--- config.mk ---
export PLATFORM = sky130hd
export DESIGN_NAME = instr_fetch
export DESIGN_NICKNAME = d
export VERILOG_FILES = /design/src/rtl/riscv_pkg.sv /design/src/rtl/pc_reg.sv /design/src/rtl/instr_fetch.sv
export SDC_FILE = /design/constraint.sdc
export NUM_CORES = 1
export LEC_CHECK = 0
export BUFFER_PORTS_ARGS = -buffer_cell sky130_fd_sc_hd__clkbuf_2
export CAP_MARGIN = 20
export CORE_MARGIN = 2
export CORE_UTILIZATION = 51
export DETAILED_ROUTE_END_ITERATION = 16
export PLACE_DENSITY = 0.8
export SLEW_MARGIN = 30
export SYNTH_ARGS = -nofsm -noshare
export SYNTH_HDL_FRONTEND = slang
export SYNTH_SLANG_ARGS = --single-unit
--- constraint.sdc ---
create_clock -name clk -period 5.35 [get_ports clk]
set_input_delay 0.2675 -clock clk [delete_from_list [all_inputs] [get_ports clk]]
set_output_delay 0.2675 -clock clk [all_outputs]
set_load 0.02 [all_outputs]
--- src/rtl/riscv_pkg.sv ---
// Shared RV32 front-end definitions: opcode fields used by the decoders,
// the canonical NOP encoding and the fetch-stage state encoding.
package riscv_pkg;

   localparam logic [6:0] OP_LOAD   = 7'b0000011;
   localparam logic [6:0] OP_STORE  = 7'b0100011;
   localparam logic [6:0] OP_RTYPE  = 7'b0110011;
   localparam logic [6:0] OP_BRANCH = 7'b1100011;
   localparam logic [6:0] OP_ITYPE  = 7'b0010011;
   localparam logic [6:0] OP_JAL    = 7'b1101111;

   // addi x0, x0, 0
   localparam logic [31:0] NOP_INSTR = 32'h0000_0013;

   typedef enum logic [1:0] {
      FETCH = 2'd0,
      WAIT  = 2'd1,
      HOLD  = 2'd2
   } fetch_state_t;

endpackage

--- src/rtl/pc_reg.sv ---
// XLEN-wide program-counter register with load enable and
// asynchronous active-high reset to RESET_PC.
module pc_reg #(
   parameter int               XLEN     = 32,
   parameter logic [XLEN-1:0]  RESET_PC = '0
) (
   input  logic            clk,
   input  logic            reset,
   input  logic            en,
   input  logic [XLEN-1:0] d,
   output logic [XLEN-1:0] q
);

   always_ff @(posedge clk or posedge reset) begin
      if (reset)
         q <= RESET_PC;
      else if (en)
         q <= d;
   end

endmodule

--- src/rtl/instr_fetch.sv ---
// Fetch stage: one outstanding instruction-memory read, an instruction
// register presented to decode with valid/ready, and redirect squashing.
//
// Handshakes:
//   imem: a request transfers in a cycle where imem_req && imem_gnt; exactly
//         one imem_rvalid answers it, possibly several cycles later.
//   decode: Instr/PC transfer in a cycle where InstrValid && DecReady; while
//         InstrValid is high without DecReady, Instr and PC do not change.
module instr_fetch
   import riscv_pkg::*;
#(
   parameter int               XLEN     = 32,
   parameter logic [XLEN-1:0]  RESET_PC = '0
) (
   input  logic            clk,
   input  logic            reset,
   output logic            imem_req,
   output logic [XLEN-1:0] imem_addr,
   input  logic            imem_gnt,
   input  logic            imem_rvalid,
   input  logic [31:0]     imem_rdata,
   input  logic            DecReady,
   input  logic            PCSrc,
   input  logic [XLEN-1:0] PCTarget,
   output logic [31:0]     Instr,
   output logic [XLEN-1:0] PC,
   output logic [XLEN-1:0] PCPlus4,
   output logic            InstrValid,
   output logic [1:0]      state_dbg
);

   localparam logic [XLEN-1:0] ALIGN_MASK = ~{{(XLEN-2){1'b0}}, 2'b11};
   localparam logic [XLEN-1:0] FOUR       = {{(XLEN-3){1'b0}}, 3'b100};

   fetch_state_t    state;
   logic [XLEN-1:0] fetch_pc;
   logic [XLEN-1:0] pc_inflight;
   logic            drop;

   logic [XLEN-1:0] target_aligned;
   logic            accept;
   logic            fpc_en;
   logic [XLEN-1:0] fpc_d;

   assign target_aligned = PCTarget & ALIGN_MASK;

   // A returned word is kept only if no redirect has overtaken it.
   assign accept = (state == WAIT) && imem_rvalid && !drop && !PCSrc;

   // A redirect overwrites the fetch address in every state.
   always_comb begin
      fpc_en = 1'b0;
      fpc_d  = fetch_pc;
      if (PCSrc) begin
         fpc_en = 1'b1;
         fpc_d  = target_aligned;
      end else if (accept) begin
         fpc_en = 1'b1;
         fpc_d  = pc_inflight + FOUR;
      end
   end

   pc_reg #(.XLEN(XLEN), .RESET_PC(RESET_PC)) u_fetch_pc (
      .clk   (clk),
      .reset (reset),
      .en    (fpc_en),
      .d     (fpc_d),
      .q     (fetch_pc)
   );

   pc_reg #(.XLEN(XLEN), .RESET_PC(RESET_PC)) u_pc (
      .clk   (clk),
      .reset (reset),
      .en    (accept),
      .d     (pc_inflight),
      .q     (PC)
   );

   always_ff @(posedge clk or posedge reset) begin
      if (reset) begin
         state       <= FETCH;
         Instr       <= NOP_INSTR;
         InstrValid  <= 1'b0;
         drop        <= 1'b0;
         pc_inflight <= RESET_PC;
      end else begin
         case (state)
            FETCH: begin
               if (!PCSrc && imem_gnt) begin
                  pc_inflight <= fetch_pc;
                  state       <= WAIT;
               end
            end
            WAIT: begin
               if (imem_rvalid) begin
                  if (drop || PCSrc) begin
                     drop  <= 1'b0;
                     state <= FETCH;
                  end else begin
                     Instr      <= imem_rdata;
                     InstrValid <= 1'b1;
                     state      <= HOLD;
                  end
               end else if (PCSrc) begin
                  drop <= 1'b1;
               end
            end
            HOLD: begin
               if (PCSrc || DecReady) begin
                  InstrValid <= 1'b0;
                  state      <= FETCH;
               end
            end
            default: state <= FETCH;
         endcase
      end
   end

   assign imem_req  = (state == FETCH) && !PCSrc && !reset;
   assign imem_addr = fetch_pc;
   assign PCPlus4   = PC + FOUR;
   assign state_dbg = state;

endmodule

-- After elaboration in Yosys (flattened, before gate mapping)
Cells that the tools add are included.
- flip-flop bits (word level): 132
- input port bits: 70
- output and inout port bits: 132
- word-level logic and storage cells: 54
- add/sub/neg operators: 2
- equality and inequality tests: 7
- muxes and demuxes: 16
- bitwise gates (word level): 1
- reduce and logical (&&, ||, !) cells: 21
- operators by type and width (kind ; count):
    32-bit by 3-bit adder with 32-bit output (second input constant) ; 2
    32-bit two-way mux ; 2
    3-bit AND reduction ; 3
    1-bit two-way mux ; 8
    2-bit two-way mux ; 4
    2-bit inequality test (second input constant) ; 4
    1-bit logical AND ; 6
    2-bit case mux with 3 select lines ; 1
    2-bit nonzero test ; 3
    2-bit AND reduction ; 2
    4-bit AND reduction ; 1
    1-bit logical NOT ; 3
    2-bit by 1-bit == test with 1-bit output (second input constant) ; 1
    2-bit == test (second input constant) ; 1
    2-bit logical NOT ; 1
    1-bit logical OR ; 2
    2-bit by 1-bit inequality test with 1-bit output (second input constant) ; 1
    1-bit case mux with 2 select lines ; 1
    1-bit inverter ; 1

-- Logic depth before layout (Yosys ltp)
Gate-level depths: netlist (run 1).
- depth in word-level cells: 7
- mapped depth: 9
- mapped depth without buffers: 6

-- Hierarchy
Synthesis (run 1) repeated with hierarchy kept, for this count alone.
- cell total of the unflattened synthesis: 626
- area total of the unflattened synthesis: 6922.9 µm²
- modules (own cells, without submodules) (module ; times used ; cells each ; area each (µm²) ; seq. area each (µm²)):
    instr_fetch ; 1 ; 488 ; 4225.3 ; 1705.4
    pc_reg ; 2 ; 69 ; 1348.8 ; 800.8

-- Worst setup path before layout (run 1)
OpenSTA, ideal clock, no wires.
- kind: reg-to-output
- start: register u_pc.q[3]
- end: output PCPlus4[26]
- arrival time: 2072 ps
- required time: 5083 ps
- setup slack: 3011 ps
- stages on the path, launching flop included: 7
- path buffers: 0
- cell sequence: dfrtp_1 -> ha_1 -> nand4_1 -> nor3_1 -> nand3_1 -> nor2_1 -> xor2_1
- word-level cells in the longest chain between the ends: 1
- RTL lines (element ; line ; source):
    start, declared ; pc_reg.sv:11 ; output logic [XLEN-1:0] q
    start signal, assigned ; pc_reg.sv:16 ; q <= RESET_PC;
    start signal, assigned ; pc_reg.sv:18 ; q <= d;
    32-bit by 3-bit adder with 32-bit output ; instr_fetch.sv:121 ; assign PCPlus4 = PC + FOUR;
    end, declared ; instr_fetch.sv:27 ; output logic [XLEN-1:0] PCPlus4,
No other way between the ends.

-- Worst setup path in the final report (run 1)
- start: register u_pc.q[3]
- end: output PCPlus4[30]
Same word-level chain as after synthesis.

==> results.toml, run 1 <==
[clock_tree]
clk_latency_ns = 0.41
post-cts-setup-buffers = 0
cts_root_buf = "clkbuf_16"
numCtsBuffers = 17
cts_max_path_buffers = 2
htreeDepth = 4
cts.sinks = 132
cts_resized = 0
postCtsHoldBufs = 1
cts.reportedPaths.clkPinSlew_ns = 0.06
cts_tree = "yes"

[grt]
busiest_layer = "met2"
gr-usage-all-layers_pct = 24.05
grt_pass1_vias = 5157
grt_pass1_wl_mm = 25.05
grt_max_degree = 74
antenna_found_initial = 0
met1_usage_pct = 32.05
met3_usage_pct = 6.485
grt_overflow = 0
use_met2_pct = 38.64

[synthesis]
synth_top_family_by_area = "simple AND/OR/NAND/NOR gates"
yosys_most_used_dff = "dfrtp_1"
synth_fa_ha_area_share_pct = 0.3942
synth_nets = 737
synth_compound_area_share_pct = 5.972
yosys_warnings = 0
postSynthCellCount = 665
yosys.cell_types.count = 44
synth-seq-cells = 132
synth_edf_count = 0
async_reset_ff_share_pct = 100.0
synthSimpleGateAreaFrac_pct = 24.56
synthXorXnorAreaFrac_pct = 7.174
yosysSeqAreaShare_pct = 52.09
synthMuxAreaShare_pct = 6.464
synth.avg_cell_area_um2 = 9.547
syn_area_mm2 = 0.006349

[routing]
drt-total-wl_mm = 15.50
vias = 5380
vias_per_cell = 5.193
drt_first_pass_iters = 4
drtIter0Drc = 281
antenna_left = 0
drc = 0
wire_per_inst_um = 14.97

[power]
power.share.clock_pct = 28.3
pwr-share-seq_pct = 39.4
power.internal_mw = 2.669
power.density_mw_per_mm2 = 534.2
p_sw_share_pct = 38.19
finalPower_mw = 4.319
max-vdd-ir-drop_mv = 0.2548
pwr-share-comb_pct = 32.3
p_sw_mw = 1.649
power.leakage_nw = 4.132

[layout]
layout_commonest_cell = "nand2_1"
syn_to_final_growth_pct = 27.34
layout.nets = 927
drive_gt1_share_pct = 32.83
final_cell_mix = "244 x nand2_1, 199 x clkbuf_2, 129 x dfrtp_1"
fillers = 986
n_antenna_cell = 0
finish.utilization_pct = 67.02

[placement]
dp_hpwl_mm = 10.69
place.gp.congestion = 0.8397
port_buffers = 199
place_ws_ns = 2.753

[timing]
setup_violations = 0
setup_slack_ns = 2.332
fmax_ghz = 0.3313
hold_viol_final = 0
slew_viol_final = 0
min_period_ns = 3.018
tns_ns = 0
worst_pin_slew_ns = 0.9058
max_slew_margin_pct = 39.15
skew_ns = 0.009421
rsz0062_at_grt = "no"
finalCritPeriodShare_pct = 56.42

[worst_hold_path]
hold_start = "imem_rdata[1]"
min_path_type = "input port to flop"
hold_end = "Instr[1]"
whs_path_depth = 3

[job]
max_cap_violations = 0

[die]
initial_core_util_pct = 52.63
io_pins = 202
core-area_mm2 = 0.01206
chipHeight_um = 115.6
rows = 40
die_x_um = 115.6
dieArea_mm2 = 0.01336

[critical_path]
cp.required_ns = 5.08
ff2ff_setup_slack_ns = 2.85
crit_path_max_fanout = 7
start_kind = "flop"
crit_arrival_ns = 2.75
regToRegEndpoint = "Instr[17]"
max_stage_delay_ns = 0.73
critPathCaptureType = "primary output"
reg2regPathDepth = 7
crit_path_cell_trace = "ha_1 -> nand4_1 -> nor3_1 -> nand3_1 -> nor2_1 -> xor2_1 -> clkbuf_2"
worst-setup-path-type = "flop to primary output"
slowest_stage = "nor3_1"
setup.worst_path.start = "u_pc.q[3]"
reg2reg_from = "state_dbg[0]"

[outcome]
outcome = "finished, final reports clean"
[Yosys cell counts, drive strengths merged, types with 2 or more instances]
cell type	number	share of area (%)
a21oi	18	1.4
and2	7	0.69
and3	10	0.99
and4	7	0.99
buf	18	1.8
clkbuf	18	1.1
dfrtp	129	51
dfstp	3	1.2
ha	2	0.39
inv	8	0.47
mux2	32	5.7
mux2i	5	0.79
nand2	244	14
nand3	22	2.0
nand4	17	1.9
nor2	17	1.0
nor3b	7	0.91
nor4	4	0.87
o21ai	18	1.4
o221ai	14	2.1
o31ai	3	0.43
xnor2	26	3.6
xor2	26	3.6
[metal layers]
layer	part of all wire, %	vias to the layer above
met1	44	2528
met3	7.0	28
met5	0	-
li1	-	2616
met2	47	208
met4	2.0	0
[worst max-delay path: cells and delay by family, from the launching register on]
family,cells,cell delay [ns]
AND/OR/NAND/NOR,4,1.37
flip-flops,1,0.42
adder cells (fa/ha/maj),1,0.23
buffers and inverters,1,0.18
XOR/XNOR,1,0.15
[power by group through the flow]
| stage | logic, mW | registers [mW] | clock network (mW) |
|---|---|---|---|
| final | 1.39 | 1.70 | 1.22 |
| after global placement | 1.37 | 1.69 | 0 |
| after floorplan | 0.648 | 1.93 | 0 |
| after detailed placement | 1.41 | 1.70 | 0 |
| after global routing | 1.53 | 1.76 | 1.28 |
| after CTS | 1.41 | 1.69 | 1.24 |
[registers in the layout, indices dropped and copies added, names as in the netlist]
register and cells:
state_dbg 2, pc_inflight 32, Instr 32, u_pc.q 32
u_fetch_pc.q 32, drop 1, InstrValid 1
[through the flow]
step,cells,hold WS [ns],instance area (um^2)
after global placement,1003,0.4179,7446
after global routing,1036,0.02135,8084
final,1036,0.02202,8084
after CTS,1036,0.01470,8084
after detailed placement,1003,0.4186,7446
after floorplan,665,0.3506,6349
[cell type report]
cell class / instances / area, um^2 / area share [%]
clock buffer: 23 / 478.0 / 5.912
tap: 168 / 210.2 / 2.600
timing repair buffer: 207 / 1059 / 13.09
inverter: 8 / 35.03 / 0.4334
sequential: 132 / 3307 / 40.91
multi-input combinational: 489 / 2845 / 35.20
clock inverter: 9 / 150.1 / 1.857
[logic make-up after synthesis]
logic type / after synthesis
XOR/XNOR: 52
flip-flops: 132
multiplexers: 37
buffers and inverters: 44
AO/OA/AOI/OAI: 57
AND/OR/NAND/NOR: 341
adder cells (fa/ha/maj): 2
[worst max path at each step]
| stage | endpoint | slack [ns] | depth (start not counted) |
|---|---|---|---|
| 2_1_floorplan | InstrValid | 1.56 | 1 |
| 6_report | PCPlus4[30] | 2.33 | 7 |
| 3_5_place_dp | PCPlus4[30] | 2.75 | 7 |
| 5_1_grt | PCPlus4[30] | 2.08 | 7 |
| 4_1_cts | PCPlus4[30] | 2.32 | 7 |
| 3_3_place_gp | PCPlus4[30] | 2.80 | 7 |
No activity file was read; power rests on OpenSTA's default activity.
==> run 2, diff against run 1 <==
--- a/config.mk
+++ b/config.mk
@@ -8,9 +8,9 @@
 export BUFFER_PORTS_ARGS = -buffer_cell sky130_fd_sc_hd__clkbuf_2
 export CAP_MARGIN = 20
 export CORE_MARGIN = 2
-export CORE_UTILIZATION = 51
+export CORE_UTILIZATION = 46
 export DETAILED_ROUTE_END_ITERATION = 16
-export PLACE_DENSITY = 0.8
+export PLACE_DENSITY = 0.76
 export SLEW_MARGIN = 30
 export SYNTH_ARGS = -nofsm -noshare
 export SYNTH_HDL_FRONTEND = slang
==> constraint.sdc (replaced) <==
create_clock -name clk -period 2.7 [get_ports clk]
set_input_delay 0.135 -clock clk [delete_from_list [all_inputs] [get_ports clk]]
set_output_delay 0.135 -clock clk [all_outputs]
set_load 0.02 [all_outputs]
==> run 2 against run 1 <==
Net effect: sequential share of layout area decreased by 3.5 points; global-route usage is 0.88 points higher; die area grew 10%; sequential power rose by 99%; critical path type unchanged.
==> results.toml, run 2 (same netlist as run 1, synthesis figures left out) <==
[die]
chipHeight_um = 121.5
core-area_mm2 = 0.01335
rows = 42
dieArea_mm2 = 0.01476
initial_core_util_pct = 47.56
die_x_um = 121.5
io_pins = 202

[clock_tree]
clk_latency_ns = 0.42
htreeDepth = 4
cts.reportedPaths.clkPinSlew_ns = 0.06
cts_root_buf = "clkbuf_16"
post-cts-setup-buffers = 0
cts_tree = "yes"
numCtsBuffers = 17
cts_max_path_buffers = 2
cts.sinks = 132

[routing]
drt-total-wl_mm = 17.42
antenna_left = 0
vias_per_cell = 5.063
drtIter0Drc = 391
drc = 0
wire_per_inst_um = 15.63
drt_first_pass_iters = 4
vias = 5640

[critical_path]
cp.required_ns = 2.57
start_kind = "flop"
critPathCaptureType = "primary output"
ff2ff_setup_slack_ns = 0.62
worst-setup-path-type = "flop to primary output"
crit_arrival_ns = 2.27
crit_path_max_fanout = 7

[timing]
hold_viol_final = 0
skew_ns = 0.01159
finalCritPeriodShare_pct = 88.90
worst_pin_slew_ns = 0.6740
fmax_ghz = 0.4166
slew_viol_final = 0
setup_violations = 0
hold_ws_ns = 0.1267
setup_slack_ns = 0.2997
tns_ns = 0
min_period_ns = 2.400
max_slew_margin_pct = 54.73
rsz0062_at_grt = "no"

[power]
power.leakage_nw = 4.456
max-vdd-ir-drop_mv = 0.5204
power.density_mw_per_mm2 = 996.1

[grt]
met3_usage_pct = 7.049
busiest_layer = "met2"
grt_pass1_wl_mm = 28.75
antenna_found_initial = 0
grt_pass1_vias = 5807
grt_max_degree = 94
gr-usage-all-layers_pct = 24.94
use_met2_pct = 39.54
met1_usage_pct = 32.49
grt_overflow = 0

[worst_hold_path]
min_path_type = "input port to flop"

[placement]
place.gp.congestion = 0.8471
port_buffers = 199
place_ws_ns = 0.6316
dp_hpwl_mm = 11.05
placedCellCount = 1017

[layout]
layout.nets = 997
n_antenna_cell = 0
instances_no_fill = 1114
drive_gt1_share_pct = 31.34
final_cell_mix = "244 x nand2_1, 199 x clkbuf_2, 129 x dfrtp_1"
layout_commonest_cell = "nand2_1"
syn_to_final_growth_pct = 39.12

[outcome]
outcome = "finished, final reports clean"

[job]
max_cap_violations = 0
-- run 2: layer usage --
layer	wire, um	part of all wire, %
met1	7671	44
met2	8152	47
met3	1188	6.8
met4	404	2.3
met5	0	0
-- run 2: worst paths after layout --
path	to	startpoint	depth (start not counted)
min in group asynchronous	drop	reset	4
max	PCPlus4[31]	u_pc.q[4]	7
min reg2reg	Instr[1]	Instr[1]	2
max reg2reg	u_fetch_pc.q[30]	pc_inflight[2]	6
min	state_dbg[0]	imem_gnt	4
max in group asynchronous	Instr[4]	reset	4
-- run 2: power by group --
group / leakage (nW) / internal [mW] / switching, mW
clock network: 0.323 / 1.69 / 0.860
registers: 1.65 / 2.64 / 0.738
logic: 2.49 / 1.11 / 1.77
-- run 2: metrics by stage --
step	power [mW]	utilization (%)	instance area (um^2)
6_report	8.798	66.17	8832
5_1_grt	9.314	66.17	8832
4_1_cts	8.812	66.17	8832
3_5_place_dp	6.169	56.37	7525
3_3_place_gp	6.088	56.37	7525
2_1_floorplan	5.105	-	6352
-- run 2: layout make-up --
class	count	area, um^2
fill	1092	4516
clock inverter	13	203.9
sequential	132	3307
timing repair buffer	277	1769
multi-input combinational	489	2845
clock buffer	19	452.9
tap	176	220.2
inverter	8	33.78
-- run 2: timing repair --
item	4_1_cts	5_1_grt
hold buffers	65	0
hold endpoints to repair	193	0
resized for setup	0	0
-- run 2: worst max-delay path: stages, from the launching register on --
cell,delay [ns]
dfrtp_1,0.49
nand3_1,0.14
nor4_1,0.33
buf_4,0.19
and3_1,0.22
nand3_1,0.13
xnor2_1,0.15
clkbuf_2,0.19
